### src/rtl/inst_mem_loader_pkg.sv
// ============================================================================
// Module   : inst_mem_loader_pkg
// Brief    : Shared state encodings, error codes and defaults for the loader.
// Revision : 1.0
// ============================================================================
`default_nettype none

package inst_mem_loader_pkg;

  localparam int DEPTH_DEFAULT   = 4096;
  localparam int ADDR_W_DEFAULT  = 12;
  localparam int TIMEOUT_DEFAULT = 1000000;

  localparam int STATE_W = 3;

  localparam logic [STATE_W-1:0] ST_IDLE   = 3'd0;
  localparam logic [STATE_W-1:0] ST_LEN_LO = 3'd1;
  localparam logic [STATE_W-1:0] ST_LEN_HI = 3'd2;
  localparam logic [STATE_W-1:0] ST_DATA   = 3'd3;
  localparam logic [STATE_W-1:0] ST_CHECK  = 3'd4;
  localparam logic [STATE_W-1:0] ST_DONE   = 3'd5;
  localparam logic [STATE_W-1:0] ST_ERR    = 3'd6;

  localparam logic [1:0] ERR_NONE     = 2'd0;
  localparam logic [1:0] ERR_BAD_LEN  = 2'd1;
  localparam logic [1:0] ERR_CHECKSUM = 2'd2;
  localparam logic [1:0] ERR_TIMEOUT  = 2'd3;

  // States in which the loader is consuming the byte stream.
  function automatic logic is_load_state(input logic [STATE_W-1:0] s);
    return (s == ST_LEN_LO) || (s == ST_LEN_HI) || (s == ST_DATA) || (s == ST_CHECK);
  endfunction

  function automatic logic is_start_state(input logic [STATE_W-1:0] s);
    return (s == ST_IDLE) || (s == ST_DONE) || (s == ST_ERR);
  endfunction

endpackage

`default_nettype wire

### src/rtl/inst_mem_loader_packer.sv
// ============================================================================
// Module   : inst_mem_loader_packer
// Brief    : Packs payload bytes little-endian into words and drives the write port.
// Revision : 1.0
// ============================================================================
`default_nettype none

module inst_mem_loader_packer
  import inst_mem_loader_pkg::*;
#(
  parameter int ADDR_W = ADDR_W_DEFAULT
) (
  input  logic              clk,
  input  logic              rst,
  input  logic              clear,
  input  logic              push,
  input  logic [ADDR_W-1:0] byte_idx,
  input  logic [7:0]        data_byte,
  input  logic              last,
  output logic              wr_en,
  output logic [ADDR_W-1:0] wr_addr,
  output logic [31:0]       wr_data,
  output logic [3:0]        wr_be
);

  logic [31:0] r_buf_data;
  logic [3:0]  r_buf_be;
  logic [1:0]  w_lane;
  logic [31:0] w_merged_data;
  logic [3:0]  w_merged_be;
  logic        w_emit;

  assign w_lane = byte_idx[1:0];
  assign w_emit = push && ((w_lane == 2'd3) || last);

  always_comb begin
    w_merged_data = r_buf_data;
    w_merged_be   = r_buf_be;
    w_merged_data[{w_lane, 3'b000} +: 8] = data_byte;
    w_merged_be[w_lane] = 1'b1;
  end

  // The emitting byte goes straight into the write register, so the buffer
  // is free again on the same edge and the stream never stalls.
  always_ff @(posedge clk or posedge rst) begin
    if (rst) begin
      r_buf_data <= '0;
      r_buf_be   <= '0;
    end else if (clear || w_emit) begin
      r_buf_data <= '0;
      r_buf_be   <= '0;
    end else if (push) begin
      r_buf_data <= w_merged_data;
      r_buf_be   <= w_merged_be;
    end
  end

  always_ff @(posedge clk or posedge rst) begin
    if (rst) begin
      wr_en   <= 1'b0;
      wr_addr <= '0;
      wr_data <= '0;
      wr_be   <= '0;
    end else begin
      wr_en <= w_emit;
      if (w_emit) begin
        wr_addr <= {byte_idx[ADDR_W-1:2], 2'b00};
        wr_data <= w_merged_data;
        wr_be   <= w_merged_be;
      end
    end
  end

endmodule

`default_nettype wire

### src/rtl/inst_mem_loader.sv
// ============================================================================
// Module   : inst_mem_loader
// Brief    : Boot-time loader: length header, payload, XOR checksum -> word writes.
// Revision : 1.0
// ============================================================================
`default_nettype none

module inst_mem_loader
  import inst_mem_loader_pkg::*;
#(
  parameter int DEPTH       = DEPTH_DEFAULT,
  parameter int ADDR_W      = ADDR_W_DEFAULT,
  parameter int TIMEOUT_CYC = TIMEOUT_DEFAULT
) (
  input  logic              clk,
  input  logic              rst,
  input  logic              start,
  input  logic              in_valid,
  input  logic [7:0]        in_byte,
  output logic              in_ready,
  output logic              wr_en,
  output logic [ADDR_W-1:0] wr_addr,
  output logic [31:0]       wr_data,
  output logic [3:0]        wr_be,
  output logic              cpu_hold,
  output logic              done,
  output logic              err,
  output logic [1:0]        err_code,
  output logic [ADDR_W:0]   bytes_loaded
);

  localparam int                 TCNT_W    = $clog2(TIMEOUT_CYC + 1);
  localparam logic [TCNT_W-1:0]  TCNT_LAST = TCNT_W'(TIMEOUT_CYC - 1);
  localparam logic [16:0]        DEPTH_MAX = 17'(DEPTH);

  logic [STATE_W-1:0] r_state;
  logic [STATE_W-1:0] w_state_nxt;
  logic [15:0]        r_len;
  logic [7:0]         r_xsum;
  logic [TCNT_W-1:0]  r_tcnt;
  logic [1:0]         w_fail_code;
  logic               w_accept;
  logic               w_start_ok;
  logic               w_timeout;
  logic [15:0]        w_len_full;
  logic               w_len_bad;
  logic               w_last_byte;
  logic               w_push;

  assign w_accept    = in_valid && in_ready;
  assign w_start_ok  = start && is_start_state(r_state);
  assign w_timeout   = is_load_state(r_state) && !w_accept && (r_tcnt == TCNT_LAST);
  assign w_len_full  = {in_byte, r_len[7:0]};
  assign w_len_bad   = (w_len_full == 16'd0) || ({1'b0, w_len_full} > DEPTH_MAX);
  assign w_last_byte = ((16'(bytes_loaded) + 16'd1) == r_len);
  assign w_push      = w_accept && (r_state == ST_DATA);

  always_ff @(posedge clk or posedge rst) begin
    if (rst) r_state <= ST_IDLE;
    else     r_state <= w_state_nxt;
  end

  always_comb begin
    w_state_nxt = r_state;
    w_fail_code = ERR_NONE;
    case (r_state)
      ST_IDLE, ST_DONE, ST_ERR: begin
        if (start) w_state_nxt = ST_LEN_LO;
      end
      ST_LEN_LO: begin
        if (w_accept) w_state_nxt = ST_LEN_HI;
      end
      ST_LEN_HI: begin
        if (w_accept) begin
          if (w_len_bad) begin
            w_state_nxt = ST_ERR;
            w_fail_code = ERR_BAD_LEN;
          end else begin
            w_state_nxt = ST_DATA;
          end
        end
      end
      ST_DATA: begin
        if (w_accept && w_last_byte) w_state_nxt = ST_CHECK;
      end
      ST_CHECK: begin
        if (w_accept) begin
          if (in_byte == r_xsum) begin
            w_state_nxt = ST_DONE;
          end else begin
            w_state_nxt = ST_ERR;
            w_fail_code = ERR_CHECKSUM;
          end
        end
      end
      default: w_state_nxt = ST_IDLE;
    endcase
    // Timeout only fires on a cycle without an accepted byte, so it never
    // competes with the transitions above.
    if (w_timeout) begin
      w_state_nxt = ST_ERR;
      w_fail_code = ERR_TIMEOUT;
    end
  end

  always_comb begin
    in_ready = 1'b0;
    cpu_hold = 1'b0;
    done     = 1'b0;
    err      = 1'b0;
    case (r_state)
      ST_LEN_LO, ST_LEN_HI, ST_DATA, ST_CHECK: begin
        in_ready = 1'b1;
        cpu_hold = 1'b1;
      end
      ST_DONE: done = 1'b1;
      ST_ERR: begin
        err      = 1'b1;
        cpu_hold = 1'b1;
      end
      default: ;
    endcase
  end

  always_ff @(posedge clk or posedge rst) begin
    if (rst) begin
      r_len        <= '0;
      r_xsum       <= '0;
      bytes_loaded <= '0;
      err_code     <= ERR_NONE;
    end else if (w_start_ok) begin
      r_len        <= '0;
      r_xsum       <= '0;
      bytes_loaded <= '0;
      err_code     <= ERR_NONE;
    end else begin
      if (w_accept && (r_state == ST_LEN_LO)) r_len[7:0]  <= in_byte;
      if (w_accept && (r_state == ST_LEN_HI)) r_len[15:8] <= in_byte;
      if (w_push) begin
        r_xsum       <= r_xsum ^ in_byte;
        bytes_loaded <= bytes_loaded + 1'b1;
      end
      if ((w_state_nxt == ST_ERR) && (r_state != ST_ERR)) err_code <= w_fail_code;
    end
  end

  // Counts consecutive idle cycles inside one load state.
  always_ff @(posedge clk or posedge rst) begin
    if (rst) begin
      r_tcnt <= '0;
    end else if (w_accept || (w_state_nxt != r_state) || !is_load_state(r_state)) begin
      r_tcnt <= '0;
    end else begin
      r_tcnt <= r_tcnt + 1'b1;
    end
  end

  inst_mem_loader_packer #(
    .ADDR_W (ADDR_W)
  ) u_packer (
    .clk       (clk),
    .rst       (rst),
    .clear     (w_start_ok),
    .push      (w_push),
    .byte_idx  (bytes_loaded[ADDR_W-1:0]),
    .data_byte (in_byte),
    .last      (w_last_byte),
    .wr_en     (wr_en),
    .wr_addr   (wr_addr),
    .wr_data   (wr_data),
    .wr_be     (wr_be)
  );

endmodule

`default_nettype wire

### config.mk
export PLATFORM = sky130hd
export DESIGN_NAME = inst_mem_loader
export DESIGN_NICKNAME = d
export VERILOG_FILES = /design/src/rtl/inst_mem_loader_pkg.sv /design/src/rtl/inst_mem_loader_packer.sv /design/src/rtl/inst_mem_loader.sv
export SDC_FILE = /design/constraint.sdc
export NUM_CORES = 1
export LEC_CHECK = 0
export ABC_AREA = 1
export BUFFER_PORTS_ARGS = -buffer_cell sky130_fd_sc_hd__buf_2
export CORE_MARGIN = 2
export CORE_UTILIZATION = 59
export CTS_CLUSTER_DIAMETER = 50
export DETAILED_ROUTE_END_ITERATION = 7
export GPL_TIMING_DRIVEN = 0
export PLACE_DENSITY_LB_ADDON = 0.15
export SYNTH_ARGS = -nofsm -noshare
export SYNTH_HDL_FRONTEND = slang
export SYNTH_HIERARCHICAL = 1
export SYNTH_SLANG_ARGS = --single-unit
### constraint.sdc
create_clock -name clk -period 3.5 [get_ports clk]
set_input_delay 0.875 -clock clk [delete_from_list [all_inputs] [get_ports clk]]
set_output_delay 0.875 -clock clk [all_outputs]
set_load 0.005 [all_outputs]
Yosys cells after proc, flatten, opt, wreduce, memory -nomap -nowiden

Index checks and enable logic that the tools add are counted.

Output and inout port bits: 68
Input port bits: 12
Word-level logic and storage cells: 106
Flip-flop bits (word level): 145

Shift operators: 2
Reduce and logical (&&, ||, !) cells: 33
Equality and inequality tests: 13
Multiplexer cells: 36
Bitwise operators: 2
$lt $le $gt $ge: 3
$add $sub $neg: 4

Operators by type and width:

| operator                                                         | number |
|---|---|
| two-way mux 32 bit                                               | 2 |
| bitwise mux 32 bit                                               | 1 |
| two-way mux 8 bit                                                | 4 |
| variable shift 8 x 7 -> 32 bit (first input constant)            | 1 |
| variable part select 8 x 7 -> 32 bit                             | 1 |
| two-way mux 13 bit                                               | 2 |
| two-way mux 3 bit                                                | 7 |
| adder 20 x 1 -> 20 bit (second input constant)                   | 1 |
| equality test 20 bit (second input constant)                     | 1 |
| two-way mux 20 bit                                               | 1 |
| equality test 14 x 16 -> 1 bit                                   | 1 |
| greater-than comparator 16 x 13 -> 1 bit (second input constant) | 1 |
| zero test 16 bit                                                 | 1 |
| two-way mux 16 bit                                               | 1 |
| case mux 3 bit (5 select lines)                                  | 1 |
| adder 13 x 1 -> 14 bit (second input constant)                   | 1 |
| adder 13 x 1 -> 13 bit (second input constant)                   | 1 |
| equality test 3 bit (second input constant)                      | 4 |
| two-way mux 2 bit                                                | 6 |
| logical AND 1 bit                                                | 11 |
| logical OR 1 bit                                                 | 10 |
| nonzero test 2 bit                                               | 5 |
| equality test 8 bit                                              | 1 |
| two-way mux 4 bit                                                | 2 |
| 18 further kinds                                                 | 26 |

Logic depth before layout (Yosys ltp)

Gate-level depths: netlist of the first run.

Depth after elaboration: 12
Gate-level depth with buffers: 21
Mapped depth without buffers: 20

By module

The synthesis of the first run kept the hierarchy.

By module, submodules not included:

| module                 | times used | sequential area each (um2) | cells an instance | area each (um2) |
|---|---|---|---|---|
| inst_mem_loader_packer | 1          | 2077.0                     | 506               | 3822.4 |
| inst_mem_loader        | 1          | 1551.5                     | 492               | 3696.0 |

Least setup slack after synthesis of the first run

OpenSTA, ideal clock, no wires.

Path kind: register -> register
Start point: register bytes_loaded[0]
End point: register u_packer.wr_data[10]
Clock period less this slack: 2508 ps
Path slack: 992 ps
Library setup time: 66 ps
Buffers on the path: 1
Arrival: 2442 ps
Cell stages (with the launch flop): 17
Required time: 3434 ps
Cells stage by stage: dfrtp_1 > ha_1 > nand2_2 > nor2_8 > nand3_1 > nand3_1 > nand2_1 > nor2_1 > nand2_1 > nor4_1 > inv_2 > nand2_1 > nand2_1 > inv_2 > buf_2 > nand2_1 > nand2_1

Word-level cells in the longest chain between the ends: 4
Elaborated cells between the ends (all ways): 9
Those cells by class: add/sub (2); eq/ne (2); shift (2); mux (1); reduce/logical (2)

RTL lines:

| element                        | RTL line                     | text |
|---|---|---|
| start: declaration             | inst_mem_loader.sv:29        | `output logic [ADDR_W:0] bytes_loaded` |
| start signal: assignment       | inst_mem_loader.sv:141       | `bytes_loaded <= bytes_loaded + 1'b1;` |
| adder 13 x 1 -> 14 bit         | inst_mem_loader.sv:55        | `assign w_last_byte = ((16'(bytes_loaded) + 16'd1) == r_len);` |
| equality test 14 x 16 -> 1 bit | inst_mem_loader.sv:55        |  |
| named net w_last_byte          | inst_mem_loader.sv:47        | `logic w_last_byte;` |
| logical OR 1 bit               | inst_mem_loader_packer.sv:34 | `assign w_emit = push && ((w_lane == 2'd3) \|\| last);` |
| logical AND 1 bit              | inst_mem_loader_packer.sv:34 |  |
| end signal: assignment         | inst_mem_loader_packer.sv:68 | `wr_data <= w_merged_data;` |
| end: declaration               | inst_mem_loader_packer.sv:22 | `output logic [31:0] wr_data,` |

The timed path passes the listed nets, and every way through them passes these cells.
A chain may end at the register's enable or synchronous reset.

Worst setup path in the final report of the first run

Start point: register bytes_loaded[0]
End point: register u_packer.wr_data[2]

Same word-level chain as after synthesis.

==> results.json, run 1 <==
{
  "htreeDepth": 4,
  "synth.area.mux_share": 0,
  "status": "complete, no violations",
  "synthCells": 998,
  "n_antenna_cell": 0,
  "layout_setup_ws_ns": 0.394,
  "synth_top_family_by_area": "simple AND/OR/NAND/NOR gates",
  "cts_tree": "done",
  "hold_path_class": "in2async",
  "num_rows": 41,
  "layout-drive-gt1-share": 0.169,
  "reg2reg_depth": 16,
  "drc": 0,
  "synth_area_um2": 7520,
  "drv_slew": 0,
  "powerDensity_nw_per_um2": 711,
  "first_pass_iters": 5,
  "grt_max_degree": 74,
  "grt_pass1_wl_um": 29800,
  "design.portCount": 80,
  "multi_input_area_um2": 3420,
  "io_buffers": 77,
  "max-vdd-ir-drop_mv": 0.401,
  "yosysWarningCount": 6,
  "antenna_found_initial": 0,
  "fillers": 1105,
  "routed-via-count": 6661,
  "worst_pin_slew_ns": 0.755,
  "holdWs_ns": 0.359,
  "hpwl_um": 12400,
  "skew_ns": 0.0101,
  "final_cell_mix": "459 x nand2_1, 144 x dfrtp_1, 87 x buf_2",
  "start_kind": "flip-flop",
  "clockBufferDepth": 2,
  "clk_pin_slew_ns": 0.06,
  "design_area_um2": 8810,
  "die_area_um2": 13700,
  "r2r_start": "bytes_loaded[0]$_DFFE_PP0P_",
  "max_freq_ghz": 0.322,
  "dieWidth_um": 117,
  "period_minus_slack_ns": 3.11,
  "relSlewSlack": 0.497,
  "cts.sinks": 145,
  "regArea_um2": 3630,
  "placed_area_um2": 8170,
  "yosysSeqAreaShare": 0.483,
  "vias_per_cell": 5.20,
  "synthAdderAreaFrac": 0.0166,
  "synthXorXnorAreaFrac": 0.0275,
  "pre_cts_slack_ns": 0.195,
  "r2r_end": "u_packer/wr_data[2]$_DFFE_PP0P_",
  "required_ns": 3.87,
  "syn2layout_area_growth_pct": 17.2,
  "synthSimpleGateAreaFrac": 0.360,
  "setup_viol_count_final": 0,
  "critical_path.max_fanout": 16,
  "cap_violations": 0,
  "grt_pass1_vias": 6249,
  "cts_buffers": 17,
  "crit_arrival_ns": 3.47,
  "critical_path_class": "reg2reg",
  "period_share": 0.887,
  "p_leak_nw": 4.82,
  "track_usage": 0.282,
  "root_buffer": "clkbuf_16",
  "nets": 1119,
  "layout_commonest_cell": "nand2_1",
  "core_area_um2": 12500,
  "die_h_um": 117,
  "hold_viol": 0,
  "drt-total-wl_um": 17800,
  "postRouteAntennaNets": 0,
  "start_util": 0.601,
  "grt_overflow": 0,
  "first_iter_violations": 595,
  "reg2reg_setup_slack_ns": 0.39,
  "synth_seq_cells": 145,
  "clock_latency_ns": 0.43,
  "detail_route.wl_per_cell_um": 13.9,
  "gp_congestion": 0.914,
  "end_kind": "flip-flop",
  "synth_compound_area_frac": 0.0494,
  "p_total_mw": 6.27,
  "synth.distinct_cells": 42,
  "postSynthAreaPerCell_um2": 7.53,
  "grt_setup_unrepaired": "no",
  "ctsHoldBuffers": 0
}
==> critical path, stage by stage, from the launching register on <==
cell and delay [ns]:
dfrtp_2 0.59, ha_1 0.28, nand2_2 0.13, nor2_8 0.17, nand3_1 0.11, nand3_1 0.10, nand2_1 0.06, nor2_1 0.09
nand2_1 0.08, nor4_1 0.47, inv_2 0.06, nand2_1 0.08, nand2_1 0.15, inv_2 0.20, buf_2 0.28, nand2_1 0.11
nand2_1 0.07
==> logic make-up (layout without fill, tap and decap cells) <==
kind of cell	after synthesis	in the layout
simple gates	640	640
fa+ha+maj	10	10
other cells	1	2
xor+xnor	22	22
buf+inv	114	225
compound gates	66	66
flops	145	145
==> sequential cells by signal, indices dropped and copies added (netlist names) <==
name,flops
r_tcnt,20
err_code,2
r_len,16
u_packer/wr_addr,10
u_packer/wr_en,1
r_xsum,8
u_packer/r_buf_data,32
u_packer/wr_data,32
r_state,3
bytes_loaded,13
u_packer/wr_be,4
u_packer/r_buf_be,4
==> what timing repair did <==
| action | 4_1_cts | 5_1_grt |
|---|---|---|
| gates resized for setup | 0 | 1 |
| setup buffers | 0 | 0 |
| setup endpoints to repair | 0 | 41 |
==> area by class of cell <==
cell class	count	share of cell area
flip-flops and latches	145	0.412
multi-input cells	740	0.388
clock buffers	19	0.0514
repair buffers	79	0.0491
inverters	85	0.0365
well taps	172	0.0244
clock inverters	13	0.0207
plain buffers	29	0.0176
==> synthesized netlist by cell type (all sizes together) <==
cell type / number / area (um^2)
a211oi: 1 / 7.51
a21oi: 10 / 53.8
a22o: 4 / 35.0
a31oi: 1 / 6.26
a32oi: 1 / 8.76
and2: 2 / 15.0
buf: 17 / 110
clkbuf: 12 / 45.0
clkinv: 1 / 3.75
conb: 1 / 3.75
dfrtp: 145 / 3630
ha: 10 / 125
inv: 84 / 315
nand2: 463 / 1750
nand3: 44 / 238
nand3b: 3 / 22.5
nand4: 20 / 125
nor2: 91 / 453
nor3: 9 / 56.3
nor3b: 1 / 7.51
nor4: 5 / 31.3
o211ai: 1 / 7.51
o21ai: 39 / 195
o21bai: 1 / 7.51
o22ai: 8 / 50.1
or2: 2 / 12.5
xnor2: 8 / 70.1
xnor3: 1 / 22.5
xor2: 13 / 114
==> where the power goes <==
part | internal [mW] | total [mW] | switching, mW
sequential | 1.96 | 2.21 | 0.247
clock | 1.23 | 1.94 | 0.708
combinational | 0.685 | 2.12 | 1.44
total | 3.88 | 6.27 | 2.39
==> per-layer routing <==
metal | global-route usage | wire length, um | up-vias
li1 | - | - | 3325
met1 | 0.386 | 8070 | 3109
met2 | 0.451 | 8370 | 187
met3 | 0.0474 | 901 | 40
met4 | 0.116 | 501 | 0
met5 | 0 | 0 | -
==> worst max-delay path by stage <==
| stage | startpoint | end | slack (ns) | depth (start not counted) |
|---|---|---|---|---|
| CTS | bytes_loaded[0]$_DFFE_PP0P_ | u_packer/wr_data[2]$_DFFE_PP0P_ | 0.16 | 16 |
| detailed placement | bytes_loaded[0]$_DFFE_PP0P_ | u_packer/wr_addr[8]$_DFFE_PP0P_ | 0.19 | 16 |
| global placement | rst | u_packer/wr_addr[11]$_DFFE_PP0P_ | -0.47 | 2 |
| floorplan | rst | u_packer/r_buf_be[0]$_DFFE_PP0P_ | 0.49 | 1 |
| finish | bytes_loaded[0]$_DFFE_PP0P_ | u_packer/wr_data[2]$_DFFE_PP0P_ | 0.39 | 16 |
| global route | bytes_loaded[0]$_DFFE_PP0P_ | u_packer/wr_addr[8]$_DFFE_PP0P_ | 0.05 | 16 |
==> through the flow <==
stage | util | cells | TNS, ns
2_1_floorplan | - | 999 | 0
6_report | 0.704 | 1282 | 0
3_3_place_gp | 0.649 | 1248 | -38.25
3_5_place_dp | 0.653 | 1250 | 0
4_1_cts | 0.704 | 1282 | 0
5_1_grt | 0.704 | 1282 | 0
No activity file was read; power rests on OpenSTA's default activity.
==> run 2, diff against run 1 <==
--- a/config.mk
+++ b/config.mk
@@ -7,6 +7,7 @@
 export LEC_CHECK = 0
 export ABC_AREA = 1
 export BUFFER_PORTS_ARGS = -buffer_cell sky130_fd_sc_hd__buf_2
+export CORE_ASPECT_RATIO = 1.1
 export CORE_MARGIN = 2
 export CORE_UTILIZATION = 59
 export CTS_CLUSTER_DIAMETER = 50
==> run 2 against run 1 <==
  * Global-route usage fell by 2.2 points
  * Via count shrank 1.6%
  * Fmax hardly changed
  * Sequential power hardly changed
  * Hold slack improved by 0.014 ns
  * Register-to-register slack is essentially flat
  * Sequential cell count is the same
  * Clock-buffer cell count increased by 4
  * Combinational power about the same
  * Clock power shrank 3%
  * First-iteration DRC count shrank 16%
  * Critical path depth stayed put
  * Largest power group unchanged
  * Highest routed layer unchanged
==> results.json, run 2 (synthesis results as in run 1) <==
{
  "status": "complete, no violations",
  "pre_cts_slack_ns": 0.195,
  "fin_cells": 1267,
  "worst_pin_slew_ns": 0.737,
  "first_iter_violations": 498,
  "p_sw_mw": 2.32,
  "crit_top_cell": "nand2_1",
  "relSlewSlack": 0.509,
  "critical_path.max_fanout": 16,
  "p_leak_nw": 4.81,
  "powerDensity_nw_per_um2": 704,
  "fillers": 1061,
  "critical_path_class": "reg2reg",
  "hold_viol": 0,
  "grt_setup_unrepaired": "no",
  "die_area_um2": 13700,
  "design_area_um2": 8780,
  "max_freq_ghz": 0.322,
  "crit_path_start": "bytes_loaded[0]$_DFFE_PP0P_",
  "start_kind": "flip-flop",
  "required_ns": 3.86,
  "htreeDepth": 4,
  "p_clk_frac": 0.304,
  "grt_overflow": 0,
  "cap_violations": 0,
  "dp.cells": 1235,
  "dieWidth_um": 112,
  "syn2layout_area_growth_pct": 16.8,
  "final_cell_mix": "459 x nand2_1, 144 x dfrtp_1, 87 x buf_2",
  "root_buffer": "clkbuf_16",
  "cpMaxStageDelayCell": "dfrtp_2",
  "grt_pass1_wl_um": 28300,
  "io_buffers": 77,
  "vias_per_cell": 5.17,
  "cts_buffers": 17,
  "die_h_um": 122,
  "cts_tree": "done",
  "tns_ns": 0,
  "setup_viol_count_final": 0,
  "reg2reg_depth": 16,
  "holdWs_ns": 0.373,
  "grt_max_degree": 73,
  "drt-total-wl_um": 17000,
  "antenna_found_initial": 0,
  "routed-via-count": 6555,
  "detail_route.wl_per_cell_um": 13.5,
  "layout_commonest_cell": "nand2_1",
  "hpwl_um": 12100,
  "design.portCount": 80,
  "hold_path_class": "in2async",
  "layout_setup_ws_ns": 0.395,
  "core_area_um2": 12500,
  "cts_setup_buffers": 0,
  "layout-drive-gt1-share": 0.168,
  "cts.sinks": 145,
  "seq_power_share": 0.356,
  "grt_pass1_vias": 5899,
  "clockBufferDepth": 2,
  "r2r_start": "bytes_loaded[0]$_DFFE_PP0P_",
  "clk_pin_slew_ns": 0.06,
  "period_share": 0.887,
  "top_regs": "u_packer/r_buf_data x32, u_packer/wr_data x32, r_tcnt x20",
  "n_antenna_cell": 0,
  "end_kind": "flip-flop",
  "start_util": 0.600,
  "nets": 1119,
  "track_usage": 0.260,
  "clock_latency_ns": 0.42,
  "skew_ns": 0.00780,
  "drv_slew": 0,
  "p_sw_frac": 0.376,
  "pwr-share-comb": 0.340,
  "reg2reg_setup_slack_ns": 0.39,
  "p_int_mw": 3.86,
  "placed_area_um2": 8150,
  "drc": 0,
  "postRouteAntennaNets": 0,
  "period_minus_slack_ns": 3.11,
  "path_cells": "ha_1, nand2_2, nor2_8, nand3_1, nand3_1, nand2_1, nor2_1, nand2_1, nor4_1, inv_2, nand2_1, nand2_1, inv_2, buf_2, nand2_1, nand2_1",
  "gp_congestion": 0.948,
  "r2r_end": "u_packer/wr_data[3]$_DFFE_PP0P_",
  "max_stage_delay_ns": 0.57,
  "first_pass_iters": 5,
  "num_rows": 43,
  "crit_arrival_ns": 3.46,
  "max-vdd-ir-drop_mv": 0.473
}
## run 2: cell type report
class,count,area [um^2],area share
Buffer,29,155,0.0177
Timing Repair Buffer,79,433,0.0493
Sequential cell,145,3630,0.413
Clock inverter,9,128,0.0145
Inverter,85,322,0.0366
Clock buffer,23,498,0.0567
Tap cell,157,196,0.0224
Multi-Input combinational cell,740,3420,0.389
## run 2: power groups by stage
stage | Sequential [mW] | Combinational [mW] | Clock [mW]
6_report | 2.20 | 2.10 | 1.88
3_3_place_gp | 2.22 | 2.03 | 0
3_5_place_dp | 2.22 | 2.07 | 0
4_1_cts | 2.20 | 2.10 | 1.90
2_1_floorplan | 2.18 | 1.54 | 0
5_1_grt | 2.24 | 2.37 | 1.97
## run 2: worst max-delay path by stage
stage,end,cells after the start,slack [ns]
6_report,u_packer/wr_data[3]$_DFFE_PP0P_,16,0.39
5_1_grt,u_packer/wr_data[7]$_DFFE_PP0P_,16,0.06
4_1_cts,u_packer/wr_data[3]$_DFFE_PP0P_,16,0.16
3_5_place_dp,u_packer/wr_data[4]$_DFFE_PP0P_,16,0.20
3_3_place_gp,u_packer/wr_addr[11]$_DFFE_PP0P_,2,-0.49
2_1_floorplan,u_packer/r_buf_be[0]$_DFFE_PP0P_,1,0.49
## run 2: repair_timing
item,4_1_cts,5_1_grt
endpoints found under the setup margin,0,42
resized for setup,0,1
hold buffers,0,0
## run 2: per-layer routing
layer | GRT usage | vias to the layer above | part of all wire
li1 | - | 3322 | -
met1 | 0.355 | 3010 | 0.46
met5 | 0 | - | 0
met4 | 0.113 | 0 | 0.027
met3 | 0.0469 | 40 | 0.050
met2 | 0.413 | 183 | 0.47
## run 2: critical path, delay by kind of cell (launching register included)
family	cells	cell delay [ns]
buf+inv	3	0.57
simple gates	12	1.61
fa+ha+maj	1	0.28
flops	1	0.57
## run 2: stage by stage
stage               power, mW  utilization
global route             6.59        0.700
detailed placement       4.29        0.650
finish                   6.18        0.700
floorplan                3.72            -
global placement         4.24        0.646
CTS                      6.20        0.700
